**src/rtl/tone_meter.sv**
```systemverilog
// tone_meter: measures a tone in a signed 16-bit sample stream.
// Over each window of 2^GATE_LOG2 strobed samples it counts rising zero
// crossings (with a hysteresis band) and tracks the peak absolute amplitude,
// then publishes both with a one-cycle valid pulse.
module tone_meter #(
    parameter int GATE_LOG2 = 16,
    parameter int HYST      = 256
) (
    input  logic                    clk,
    input  logic                    reset,
    input  logic signed [15:0]      din,
    input  logic                    load,
    output logic [GATE_LOG2:0]      cnt,
    output logic [14:0]             peak,
    output logic                    valid
);

    // Level tracker: UNK until the first excursion outside the band.
    typedef enum logic [1:0] {
        LVL_UNK = 2'd0,
        LVL_NEG = 2'd1,
        LVL_POS = 2'd2
    } level_t;

    localparam logic signed [15:0] HYST_HI = 16'(HYST);
    localparam logic signed [15:0] HYST_LO = 16'(-HYST);

    // |x| in 15 bits; the single unrepresentable value -32768 clips to 32767.
    function automatic logic [14:0] sat_abs(input logic signed [15:0] x);
        logic signed [15:0] neg;
        neg = -x;
        if (x == 16'sh8000) begin
            return 15'h7fff;
        end
        if (x[15]) begin
            return neg[14:0];
        end
        return x[14:0];
    endfunction

    function automatic logic [14:0] max15(input logic [14:0] a, input logic [14:0] b);
        return (a > b) ? a : b;
    endfunction

    level_t                 level_q;
    level_t                 level_d;
    logic                   rise_p0;
    logic [14:0]            mag_p0;
    logic                   last_p0;
    logic [GATE_LOG2:0]     cross_sum_p0;
    logic [14:0]            peak_max_p0;

    logic [GATE_LOG2-1:0]   sample_cnt;
    logic [GATE_LOG2:0]     cross_acc;
    logic [14:0]            peak_acc;

    // Next level and crossing event; only a NEG->POS move counts as a rise.
    always_comb begin
        level_d = level_q;
        rise_p0 = 1'b0;
        if (load) begin
            case (level_q)
                LVL_UNK: begin
                    if (din > HYST_HI) begin
                        level_d = LVL_POS;
                    end else if (din < HYST_LO) begin
                        level_d = LVL_NEG;
                    end
                end
                LVL_NEG: begin
                    if (din > HYST_HI) begin
                        level_d = LVL_POS;
                        rise_p0 = 1'b1;
                    end
                end
                LVL_POS: begin
                    if (din < HYST_LO) begin
                        level_d = LVL_NEG;
                    end
                end
                default: level_d = LVL_UNK;
            endcase
        end
    end

    // Level state register; persists across window boundaries.
    always_ff @(posedge clk) begin
        if (reset) begin
            level_q <= LVL_UNK;
        end else begin
            level_q <= level_d;
        end
    end

    // Per-sample terms folded into the closing-window results.
    always_comb begin
        mag_p0       = sat_abs(din);
        last_p0      = load && (sample_cnt == '1);
        cross_sum_p0 = cross_acc + (GATE_LOG2 + 1)'(rise_p0);
        peak_max_p0  = max15(peak_acc, mag_p0);
    end

    // ---- stage boundary: window accumulators and published results ----
    // Accumulate per load; on the last sample of a window publish and clear.
    always_ff @(posedge clk) begin
        if (reset) begin
            sample_cnt <= '0;
            cross_acc  <= '0;
            peak_acc   <= '0;
            cnt        <= '0;
            peak       <= '0;
            valid      <= 1'b0;
        end else begin
            valid <= last_p0;
            if (load) begin
                sample_cnt <= sample_cnt + 1'b1;
                if (last_p0) begin
                    cnt       <= cross_sum_p0;
                    peak      <= peak_max_p0;
                    cross_acc <= '0;
                    peak_acc  <= '0;
                end else begin
                    cross_acc <= cross_sum_p0;
                    peak_acc  <= peak_max_p0;
                end
            end
        end
    end

endmodule
```
**config.mk**
```make
export PLATFORM = sky130hd
export DESIGN_NAME = tone_meter
export DESIGN_NICKNAME = d
export VERILOG_FILES = /design/src/rtl/tone_meter.sv
export SDC_FILE = /design/constraint.sdc
export NUM_CORES = 1
export LEC_CHECK = 0
export ABC_AREA = 1
export CORE_UTILIZATION = 60
export CTS_BUF_LIST = sky130_fd_sc_hd__clkbuf_4
export CTS_CLUSTER_DIAMETER = 200
export DETAILED_ROUTE_END_ITERATION = 16
export PLACE_DENSITY_LB_ADDON = 0.1
export SLEW_MARGIN = 20
export SYNTH_ARGS = -nofsm -noshare
export SYNTH_HDL_FRONTEND = slang
export SYNTH_SLANG_ARGS = --single-unit
```
**constraint.sdc**
```tcl
create_clock -name clk -period 5.75 [get_ports clk]
set_input_delay 1.15 -clock clk [delete_from_list [all_inputs] [get_ports clk]]
set_output_delay 1.15 -clock clk [all_outputs]
set_load 0.005 [all_outputs]
```
==> summary.txt <==
Logic synthesis
  • Ys Warns: 0
  • Number of synthesized register bits: 83
  • Synth Flop Type: dfxtp_1
  • Post-synth ARST share: 0
  • Synthesized area per cell: about 6.6 sq um
  • Library cells used by synthesis: 30
  • Gate Count Post-Synth: ~710
  • Syn nets: between 700 and 800
  • Post-Synthesis Cell Area: 4710 sq um
  • Number of synthesized flops with an enable pin: 0
  • Sequential area share after synthesis: 0.353

Clocking
  • CTS HTree Levels: 3
  • CTS tree: built
  • CTS Hold Bufs: 0
  • Post-CTS Resized: 0
  • Total CTS buffers: 9
  • Clock Latency Late Sink: 0.44 ns
  • Clk buf depth: 2
  • Setup Buffers After CTS: 0
  • CTS Root Cell: clkbuf_4
  • Clock transition at the registers of the reported paths: 0.13 ns
  • Clock sink count: a little over 80

Route
  • Via density per instance: between 5 and 6
  • Initial DRC count: around 220
  • DR vias: between 4,000 and 5,000
  • DR DRC count: 0
  • Post-Route WL: ~11,000 um
  • WL per Instance: around 13 um
  • DRT Pass-1 Iters: 5
  • Final ANT Viol Nets: 0

STA
  • Rel. slew slack: 0.267
  • RSZ-0062 raised after global routing: no
  • Final-report max-slew violation count: 0
  • Final Hold Vio Count: 0
  • Setup TNS: 0 ns
  • Peak Freq: 0.239 GHz
  • Crit share post-route: 0.728
  • Final-report setup violation count: 0
  • Slew at the pin closest to its max-slew limit: roughly 1.1 ns
  • Final Critical Period: between 4 and 5 ns
  • Clk_skew: around 0.014 ns

Min path
  • Worst hold path stage count: 2
  • Hold endpoint: cross_acc[15]$_SDFFE_PP0P_
  • Hold Path Origin: cross_acc[15]$_SDFFE_PP0P_
  • Hold crit path type: reg -> reg

Final layout
  • Multi-input combinational cell area: about 2600 sq um
  • Share of post-route cells with drive strength above 1: 0.0674
  • # diodes: 0
  • Commonest non-fill, non-tap cell in the layout: nand2_1
  • Synthesis-to-finish area growth: 13.7%
  • Storage cell area: 1660 sq um
  • Post-route cell area: approximately 5400 sq um
  • Most frequent cells in the layout: 190 x nand2_1, 87 x nor2_1, 84 x inv_1
  • Fillers: 650
  • Final nets: 790

Power
  • Max VDD drop: between 0.0001 and 0.00015 V
  • P_leak: about 2.4 nW
  • Power Density: a little over 200 nW/um^2

Global routing
  • Congestion Overflow GR: 0
  • First-pass GRT wire length: about 19,000 um
  • Pin count of the biggest net entering global routing: 50
  • Number of global-route vias before repair: about 4,400
  • Total track usage: 0.283
  • Initial antenna violation count: 0

Job
  • # Max-Cap Violations: 0

Setup path
  • Worst Setup End Kind: flop
  • Reg2reg setup slack: 3.22 ns
  • Worst setup path class: in -> reg
  • RR Endpoint: peak_acc[0]$_SDFFE_PP0P_
  • Arrival time at the worst endpoint: about 4.6 ns
  • Crit Path Max Fanout: 16
  • Worst Reg-to-Reg Cells: 10
  • Worst endpoint required time: 6.12 ns
  • Setup crit start kind: primary input
  • R2r startpoint: sample_cnt[0]$_SDFFE_PP0P_

Placement
  • Gp weighted congestion: roughly 0.93
  • Buffers on Ports: 51
  • DP HPWL: ~7700 um
  • Placed cell area: approximately 5200 sq um

Outcome
  • Status: finished, final reports clean

Floorplan
  • Core ar.: 7410 sq um
  • Starting Density: 0.636
  • Die area: around 8200 sq um
  • I/O pins: between 50 and 60
  • Chip Height: between 90 and 100 um
  • Die W: ~91 um
  • Site row count: 31
==> report_power, final <==
group,internal (W),switching [W]
Clock,0.0000928,0.000212
Sequential,0.000588,0.0000100
Combinational,0.0000658,0.000115
==> cell type report <==
type,instances,area share
multi-input cells,516,0.481
flip-flops and latches,83,0.310
repair buffers,57,0.104
inverters,85,0.0596
well taps,99,0.0231
clock buffers,9,0.0126
clock inverters,7,0.00958
==> cell usage after synthesis, types with 2 or more instances <==
| library cell | n | area [sq um] |
|---|---|---|
| a21o_1 | 6 | 45.0 |
| buf_4 | 3 | 22.5 |
| nand2_1 | 190 | 713 |
| a31oi_1 | 2 | 12.5 |
| xor2_1 | 13 | 114 |
| xnor2_1 | 6 | 52.6 |
| clkbuf_1 | 12 | 45.0 |
| buf_6 | 2 | 22.5 |
| nor2_2 | 17 | 106 |
| inv_1 | 84 | 315 |
| nor3_2 | 2 | 20.0 |
| nor2_1 | 88 | 330 |
| ha_1 | 19 | 238 |
| nand4_1 | 10 | 62.6 |
| nor3_1 | 6 | 30.0 |
| dfxtp_1 | 83 | 1660 |
| nand3_1 | 42 | 210 |
| nand3b_1 | 12 | 90.1 |
| o21ai_0 | 38 | 190 |
| nor2_4 | 2 | 22.5 |
| nand2_2 | 6 | 37.5 |
| buf_2 | 9 | 45.0 |
| a21oi_1 | 52 | 260 |
==> critical path: stages <==
cell and delay (ns):
clkdlybuf4s50_1 0.40, inv_1 0.14, ha_1 0.22, nand2_1 0.09, nor2_2 0.16, nand4_1 0.37
nand3_1 0.28, inv_1 0.07, ha_1 0.27, nand2_1 0.05, nor2_1 0.13, inv_1 0.07
nor2_2 0.14, nand2_1 0.08, nand2_2 0.25, nand2_2 0.26, nand3_1 0.21, nand3_1 0.09
a21oi_1 0.13
==> logic make-up (layout without fill, tap and decap cells) <==
family                   Yosys count  after routing  share of synthesized area
buffers and inverters            112            158                      0.101
XOR/XNOR                          19             19                     0.0353
AO/OA/AOI/OAI                    101            101                      0.112
flip-flops                        83             83                      0.353
AND/OR/NAND/NOR                  377            377                      0.349
adder cells (fa/ha/maj)           19             19                     0.0505
==> worst max-delay path by stage <==
stage,startpoint,end,slack [ns],depth (start not counted)
final,din[0],peak_acc[0]$_SDFFE_PP0P_,1.56,19
after global routing,din[0],peak[13]$_SDFFE_PP0P_,1.13,20
after CTS,din[0],peak_acc[0]$_SDFFE_PP0P_,1.59,19
after detailed placement,din[0],peak[11]$_SDFFE_PP0P_,1.12,20
after global placement,din[15],peak[0]$_SDFFE_PP0P_,1.18,20
after floorplan,din[0],peak[9]$_SDFFE_PP0P_,2.23,23
==> flip-flops by register name (all words and copies together) (netlist names) <==
| register | flops |
|---|---|
| cross_acc | 17 |
| valid | 1 |
| sample_cnt | 16 |
| peak_acc | 15 |
| cnt | 17 |
| level_q | 2 |
| peak | 15 |
==> layer usage <==
metal  track usage  wire length, um  up-vias
met5             0                0        -
met2         0.470             4900      121
met3        0.0606              589       20
met4        0.0914              180        0
li1              -                -     2333
met1         0.364             5300     2009
==> through the flow <==
step	utilization	total power (W)	hold slack (ns)	instances	setup slack [ns]
after detailed placement	0.707	0.000790	0.458	840	1.12
after global routing	0.723	0.00114	0.497	856	1.13
after CTS	0.723	0.00109	0.476	856	1.59
after global placement	0.707	0.000785	0.452	840	1.18
final	0.723	0.00108	0.479	856	1.56
after floorplan	-	0.000741	0.437	711	2.23
No activity file was read; power rests on OpenSTA's default activity.
